==> src/rtl/demux_rr_dispatcher_if.sv <==
`default_nettype none
// ============================================================================
// Module      : demux_rr_dispatcher_if
// Description : Upstream beat, per-channel output and status bundle for the
//               round-robin / fixed-channel dispatcher.
// Revision    : 1.0 - initial release
// ============================================================================
interface demux_rr_dispatcher_if #(
    parameter int W = 8
);
    logic         in_valid;
    logic [W-1:0] in_data;
    logic         in_ready;
    logic         mode;
    logic [2:0]   fix_sel;
    logic [7:0]   out_ready;
    logic [7:0]   out_valid;
    logic [W-1:0] out_data;
    logic [2:0]   sel;
    logic [15:0]  beat_cnt;

    // master: the environment around the dispatcher (source and sinks)
    modport master (
        output in_valid, in_data, mode, fix_sel, out_ready,
        input  in_ready, out_valid, out_data, sel, beat_cnt
    );

    modport slave (
        input  in_valid, in_data, mode, fix_sel, out_ready,
        output in_ready, out_valid, out_data, sel, beat_cnt
    );
endinterface
`default_nettype wire

==> src/rtl/demux_rr_dispatcher.sv <==
`default_nettype none
// ============================================================================
// Module      : demux_rr_dispatcher
// Description : One-entry output register dispatching beats to one of eight
//               channels, round-robin or fixed, with a handshake counter.
// Revision    : 1.0 - initial release
// ============================================================================
module demux_rr_dispatcher #(
    parameter int W = 8
) (
    input  wire logic              clk,
    input  wire logic              rst_n,
    demux_rr_dispatcher_if.slave   bus
);
    localparam logic [0:0] S_EMPTY = 1'b0;
    localparam logic [0:0] S_FULL  = 1'b1;

    logic [0:0]   state_q, state_d;
    logic [W-1:0] data_q;
    logic [2:0]   sel_q;
    logic         mode_q;
    logic [2:0]   ptr_q;
    logic [15:0]  cnt_q;

    logic         hs;
    logic         load;
    logic         in_ready_w;
    logic [2:0]   ptr_eff;
    logic [2:0]   rr_sel;
    logic [2:0]   scan_idx;
    logic         found;
    logic [2:0]   sel_new;

    assign hs   = (state_q == S_FULL) && bus.out_ready[sel_q];
    assign load = bus.in_valid && in_ready_w;

    // State register
    always_ff @(posedge clk) begin
        if (!rst_n) begin
            state_q <= S_EMPTY;
        end else begin
            state_q <= state_d;
        end
    end

    // Next-state logic
    always_comb begin
        state_d = state_q;
        case (state_q)
            S_EMPTY: if (load)        state_d = S_FULL;
            S_FULL:  if (hs && !load) state_d = S_EMPTY;
            default:                  state_d = S_EMPTY;
        endcase
    end

    // Output logic
    always_comb begin
        in_ready_w    = rst_n && ((state_q == S_EMPTY) || hs);
        bus.in_ready  = in_ready_w;
        bus.out_valid = (state_q == S_FULL) ? (8'h01 << sel_q) : 8'h00;
        bus.out_data  = data_q;
        bus.sel       = sel_q;
        bus.beat_cnt  = cnt_q;
    end

    // A handshake retiring a round-robin beat advances the pointer in the same
    // cycle, so a back-to-back load must scan from the advanced position.
    always_comb begin
        ptr_eff  = (hs && !mode_q) ? (sel_q + 3'd1) : ptr_q;
        rr_sel   = ptr_eff;
        scan_idx = ptr_eff;
        found    = 1'b0;
        for (int i = 0; i < 8; i++) begin
            scan_idx = ptr_eff + 3'(i);
            if (!found && bus.out_ready[scan_idx]) begin
                rr_sel = scan_idx;
                found  = 1'b1;
            end
        end
        sel_new = bus.mode ? bus.fix_sel : rr_sel;
    end

    // Datapath: beat, locked select, dispatch mode, pointer and counter
    always_ff @(posedge clk) begin
        if (!rst_n) begin
            data_q <= '0;
            sel_q  <= 3'd0;
            mode_q <= 1'b0;
            ptr_q  <= 3'd0;
            cnt_q  <= 16'd0;
        end else begin
            if (load) begin
                data_q <= bus.in_data;
                sel_q  <= sel_new;
                mode_q <= bus.mode;
            end
            if (hs) begin
                cnt_q <= cnt_q + 16'd1;
            end
            ptr_q <= ptr_eff;
        end
    end
endmodule
`default_nettype wire

==> src/flat_wrapper.sv <==
// flat-port wrapper written by rule: the top's interface ports become plain ports
module demux_rr_dispatcher_flat 
#(
    parameter int W = 8
)
  (clk, rst_n, bus_in_valid, bus_in_data, bus_mode, bus_fix_sel, bus_out_ready, bus_in_ready, bus_out_valid, bus_out_data, bus_sel, bus_beat_cnt);
  demux_rr_dispatcher_if #(.W(W)) bus_i ();
  input  wire logic clk;
  input  wire logic rst_n;
  input wire logic [$bits(bus_i.in_valid)-1:0] bus_in_valid;
  input wire logic [$bits(bus_i.in_data)-1:0] bus_in_data;
  input wire logic [$bits(bus_i.mode)-1:0] bus_mode;
  input wire logic [$bits(bus_i.fix_sel)-1:0] bus_fix_sel;
  input wire logic [$bits(bus_i.out_ready)-1:0] bus_out_ready;
  output wire logic [$bits(bus_i.in_ready)-1:0] bus_in_ready;
  output wire logic [$bits(bus_i.out_valid)-1:0] bus_out_valid;
  output wire logic [$bits(bus_i.out_data)-1:0] bus_out_data;
  output wire logic [$bits(bus_i.sel)-1:0] bus_sel;
  output wire logic [$bits(bus_i.beat_cnt)-1:0] bus_beat_cnt;
  assign bus_i.in_valid = bus_in_valid;
  assign bus_i.in_data = bus_in_data;
  assign bus_i.mode = bus_mode;
  assign bus_i.fix_sel = bus_fix_sel;
  assign bus_i.out_ready = bus_out_ready;
  assign bus_in_ready = bus_i.in_ready;
  assign bus_out_valid = bus_i.out_valid;
  assign bus_out_data = bus_i.out_data;
  assign bus_sel = bus_i.sel;
  assign bus_beat_cnt = bus_i.beat_cnt;
  demux_rr_dispatcher #(.W(W)) u_core (.clk(clk), .rst_n(rst_n), .bus(bus_i));
endmodule
==> config.mk <==
export PLATFORM = sky130hd
export DESIGN_NAME = demux_rr_dispatcher_flat
export DESIGN_NICKNAME = d
export VERILOG_FILES = /design/src/rtl/demux_rr_dispatcher_if.sv /design/src/rtl/demux_rr_dispatcher.sv /design/src/flat_wrapper.sv
export SDC_FILE = /design/constraint.sdc
export NUM_CORES = 1
export LEC_CHECK = 0
export BUFFER_PORTS_ARGS = -buffer_cell sky130_fd_sc_hd__buf_2
export CAP_MARGIN = 25
export CORE_AREA = 2 2 71 73
export DETAILED_ROUTE_END_ITERATION = 16
export DIE_AREA = 0 0 73 75
export PLACE_DENSITY = 0.82
export SLEW_MARGIN = 20
export SYNTH_ARGS = -nofsm -noshare
export SYNTH_HDL_FRONTEND = slang
export SYNTH_SLANG_ARGS = --single-unit
==> constraint.sdc <==
create_clock -name clk -period 9.9 [get_ports clk]
set_clock_uncertainty 0.2 [all_clocks]
set_input_delay 0.495 -clock clk [delete_from_list [all_inputs] [get_ports clk]]
set_output_delay 0.495 -clock clk [all_outputs]
set_load 0.05 [all_outputs]
==> results by group <==
Global route
  – Vias in the first global route: 2,490
  – Initial antenna violation count: 0
  – First-pass GRT wire length: 11,660 um
  – GRT overflow: 0
  – Gr usage total: a little over a quarter
  – Largest net degree at the start of global routing: 35

Routing
  – Post-DR wirelength/cell: around 16 um
  – Drt drc: 0
  – Drt via density: about 6.3
  – Top sig layer: met4
  – 1st-iter DRT viols: around 250
  – DRT antenna net count: 0
  – DR WL met3: between 400 and 500 um
  – Drt pass-1 iters: 5
  – Met2 routed WL: about 3400 um
  – Met1 Routed Length: around 3200 um
  – Routed vias: 2,910
  – DRT Wirelength: 7238 um

Synthesis
  – Post-Syn Area: between 2000 and 3000 um^2
  – Synthesis Warnings: 0
  – Leading area contributor after synthesis: dfxtp_1
  – Synth Register Bits: 32
  – Syn nets: a little under 400
  – Post-synth EDFFs: 0
  – Top_reg_cell synth: dfxtp_1
  – Synth top area cells: dfxtp_1 23%, nand2_1 10%, and2_1 6.8%, xnor2_1 4.1%, ha_1 3.6%
  – Post-synth top area share: about a quarter
  – Part of the Yosys area used for sequential elements: between 20% and 30%
  – Synth unique cells: between 60 and 70
  – Post-Synthesis Cells: 360
  – Syn_area_per_cell: ~7.6 um^2
  – Async SR Flop Fraction: 0%

Critical path
  – CP arrival: 5390 ps
  – CP Cell Sequence: mux2i_1, a22oi_2, nand3_1, mux2i_2, inv_2, ha_1, and2_1, o2111ai_1, nand2_1, o211ai_1, and4_1, o21ai_0, a311o_1, o311ai_1
  – Worst Setup EP: u_core.bus.sel[2]
  – FF-to-FF path depth: 14
  – Slowest CP cell: dfxtp_1
  – Worst Path Max Fanout: 19
  – Max incr delay on CP: just over 800 ps
  – Crit Reg-Reg Startpoint: u_core.bus.sel[0]
  – CP startpoint: u_core.bus.sel[0]
  – R2R Path End: u_core.bus.sel[2]
  – Startpoint types: flip-flop
  – Reg-to-reg setup timing slack: between 4000 and 5000 ps
  – Worst setup path class: reg -> reg
  – Data required time of the worst path: 9900 ps
  – CP endpoint kind: flip-flop

Die
  – Die area: between 5000 and 6000 um^2
  – Chip Width: around 73 um
  – Starting Density: 58.95%
  – Die H: between 70 and 80 um
  – Rows: 25
  – Total core area: 4661 um^2
  – Io pins: between 50 and 60

Power and ir drop
  – Maximum vdd drop: approximately 0.00015 V
  – Power per cell area: ~260 nW/um^2
  – Total leakage power: between 1 and 1.5 nW
  – Power Total: just over 0.8 mW

Placement
  – RePlAce Congestion: 0.9579
  – Port Buffers: 58
  – DP HPWL: 5455 um
  – Post-Place Worst Slack: 4673 ps

Clocking
  – Hold_buf cts: 0
  – Post-CTS resize count: 0
  – TritonCTS clock tree: yes
  – Clock root cell: clkbuf_8
  – Worst-path clk slew: ~70 ps
  – H-tree depth: 2
  – Postcts setup bufs: 0
  – Clock buffer count from CTS: 5
  – Clock Path Buffers: 2
  – CTS Sinks: 32
  – Clk_lat worst skew: between 200 and 300 ps

Layout
  – Fin util: 66.90%
  – Nets: 437
  – Synth-to-layout area growth: 13.48%
  – Commonest non-fill, non-tap cell in the layout: nand2_1
  – Layout cell share with drive strength beyond 1: 20.88%
  – Commonest cells after routing, fill and taps aside: 75 x nand2_1, 58 x buf_2, 32 x dfxtp_1
  – Diodes inserted: 0

Timing
  – Setup ws final: 4502 ps
  – RSZ-0062 raised after global routing: no
  – FMAX: about 190 MHz
  – Period minus WS final: roughly 5400 ps
  – Worst slew margin: about 40%
  – Worst-Margin Slew: 880.0 ps
  – Fin. max-slew vios: 0
  – Final setup TNS: 0 ps
  – Final Setup Violations: 0
  – Period utilisation layout: between 50 and 60%
  – Hold Vio Cnt, Final: 0

Job
  – Max-Cap Viols: 0

Status
  – Status: finished, final reports clean

Hold path
  – Min-delay worst type: in -> reg
  – HP Start: bus_in_data[6]
[metal layers]
layer / track usage (%) / vias to the layer above
met5: 0 / -
met4: 8.642 / 0
met3: 4.016 / 19
met2: 43.94 / 135
met1: 36.37 / 1358
li1: - / 1398
[kinds of logic after synthesis]
logic type | Yosys count | share of synthesized area (%)
AND/OR/NAND/NOR | 171 | 30.51
AO/OA/AOI/OAI | 90 | 25.64
flip-flops | 32 | 23.31
buffers and inverters | 30 | 5.237
XOR/XNOR | 16 | 5.100
multiplexers | 13 | 6.557
adder cells (fa/ha/maj) | 8 | 3.643
[where the power goes]
| group | internal, mW | leakage [nW] | switching (mW) | total [mW] |
|---|---|---|---|---|
| combinational | 0.186 | 1.05 | 0.322 | 0.508 |
| clock | 0.0758 | 0.0548 | 0.0538 | 0.130 |
| sequential | 0.142 | 0.261 | 0.0282 | 0.170 |
| total | 0.404 | 1.37 | 0.404 | 0.807 |
[synth_stat cells (3+ instances only)]
library cell,count
and3_1,11
nand4_1,3
a211oi_1,5
and2_1,30
mux4_2,3
xnor2_1,13
mux2i_1,6
xor2_1,3
a21boi_0,5
nor2_1,17
a32o_1,4
o21ai_0,19
a2111o_1,4
or2_2,3
mux2i_2,3
a2111oi_0,4
nor3_1,3
nor2b_1,4
buf_2,4
inv_1,9
clkbuf_1,10
ha_1,8
nand2_1,75
o221ai_1,4
or3_1,6
dfxtp_1,32
buf_6,3
o211ai_1,6
a21o_1,3
nand3_1,12
a32oi_1,4
a21oi_1,4
[critical path, delay by kind of cell, from the launching register on]
kind	cells	cell delay [ps]
compound gates	6	1720
fa+ha+maj	1	310
buf+inv	1	270
flops	1	830
mux	2	780
simple gates	4	1200
[cell type report]
type / instances / area [um^2]
Timing Repair Buffer: 58 / 290.3
Clock inverter: 3 / 46.29
Multi-Input combinational cell: 298 / 1963
Inverter: 11 / 41.29
Sequential cell: 32 / 640.6
Clock buffer: 5 / 68.82
Fill cell: 417 / 1543
Tap cell: 54 / 67.56
[state kept, by name, indices dropped and copies added, names as in the netlist]
signal,flops
u_core.bus.beat_cnt,16
u_core.bus.out_data,8
u_core.bus.sel,3
u_core.ptr_q,3
u_core.mode_q,1
u_core.state_q,1
[stage by stage]
step	area [um^2]	std cells	hold WS (ps)
floorplan	2748	360	258.6
global placement	3003	453	243.1
detailed placement	3003	453	251.3
CTS	3118	461	198.4
global route	3118	461	216.0
finish	3118	461	202.7
[worst min path at each step]
| stage | to | cells after the start |
|---|---|---|
| final | u_core.bus.out_data[6] | 3 |
| after floorplan | u_core.mode_q | 2 |
| after CTS | u_core.bus.out_data[6] | 3 |
| after global placement | u_core.bus.out_data[1] | 2 |
| after detailed placement | u_core.bus.out_data[5] | 2 |
| after global routing | u_core.bus.out_data[2] | 3 |
No activity file was read; power rests on OpenSTA's default activity.
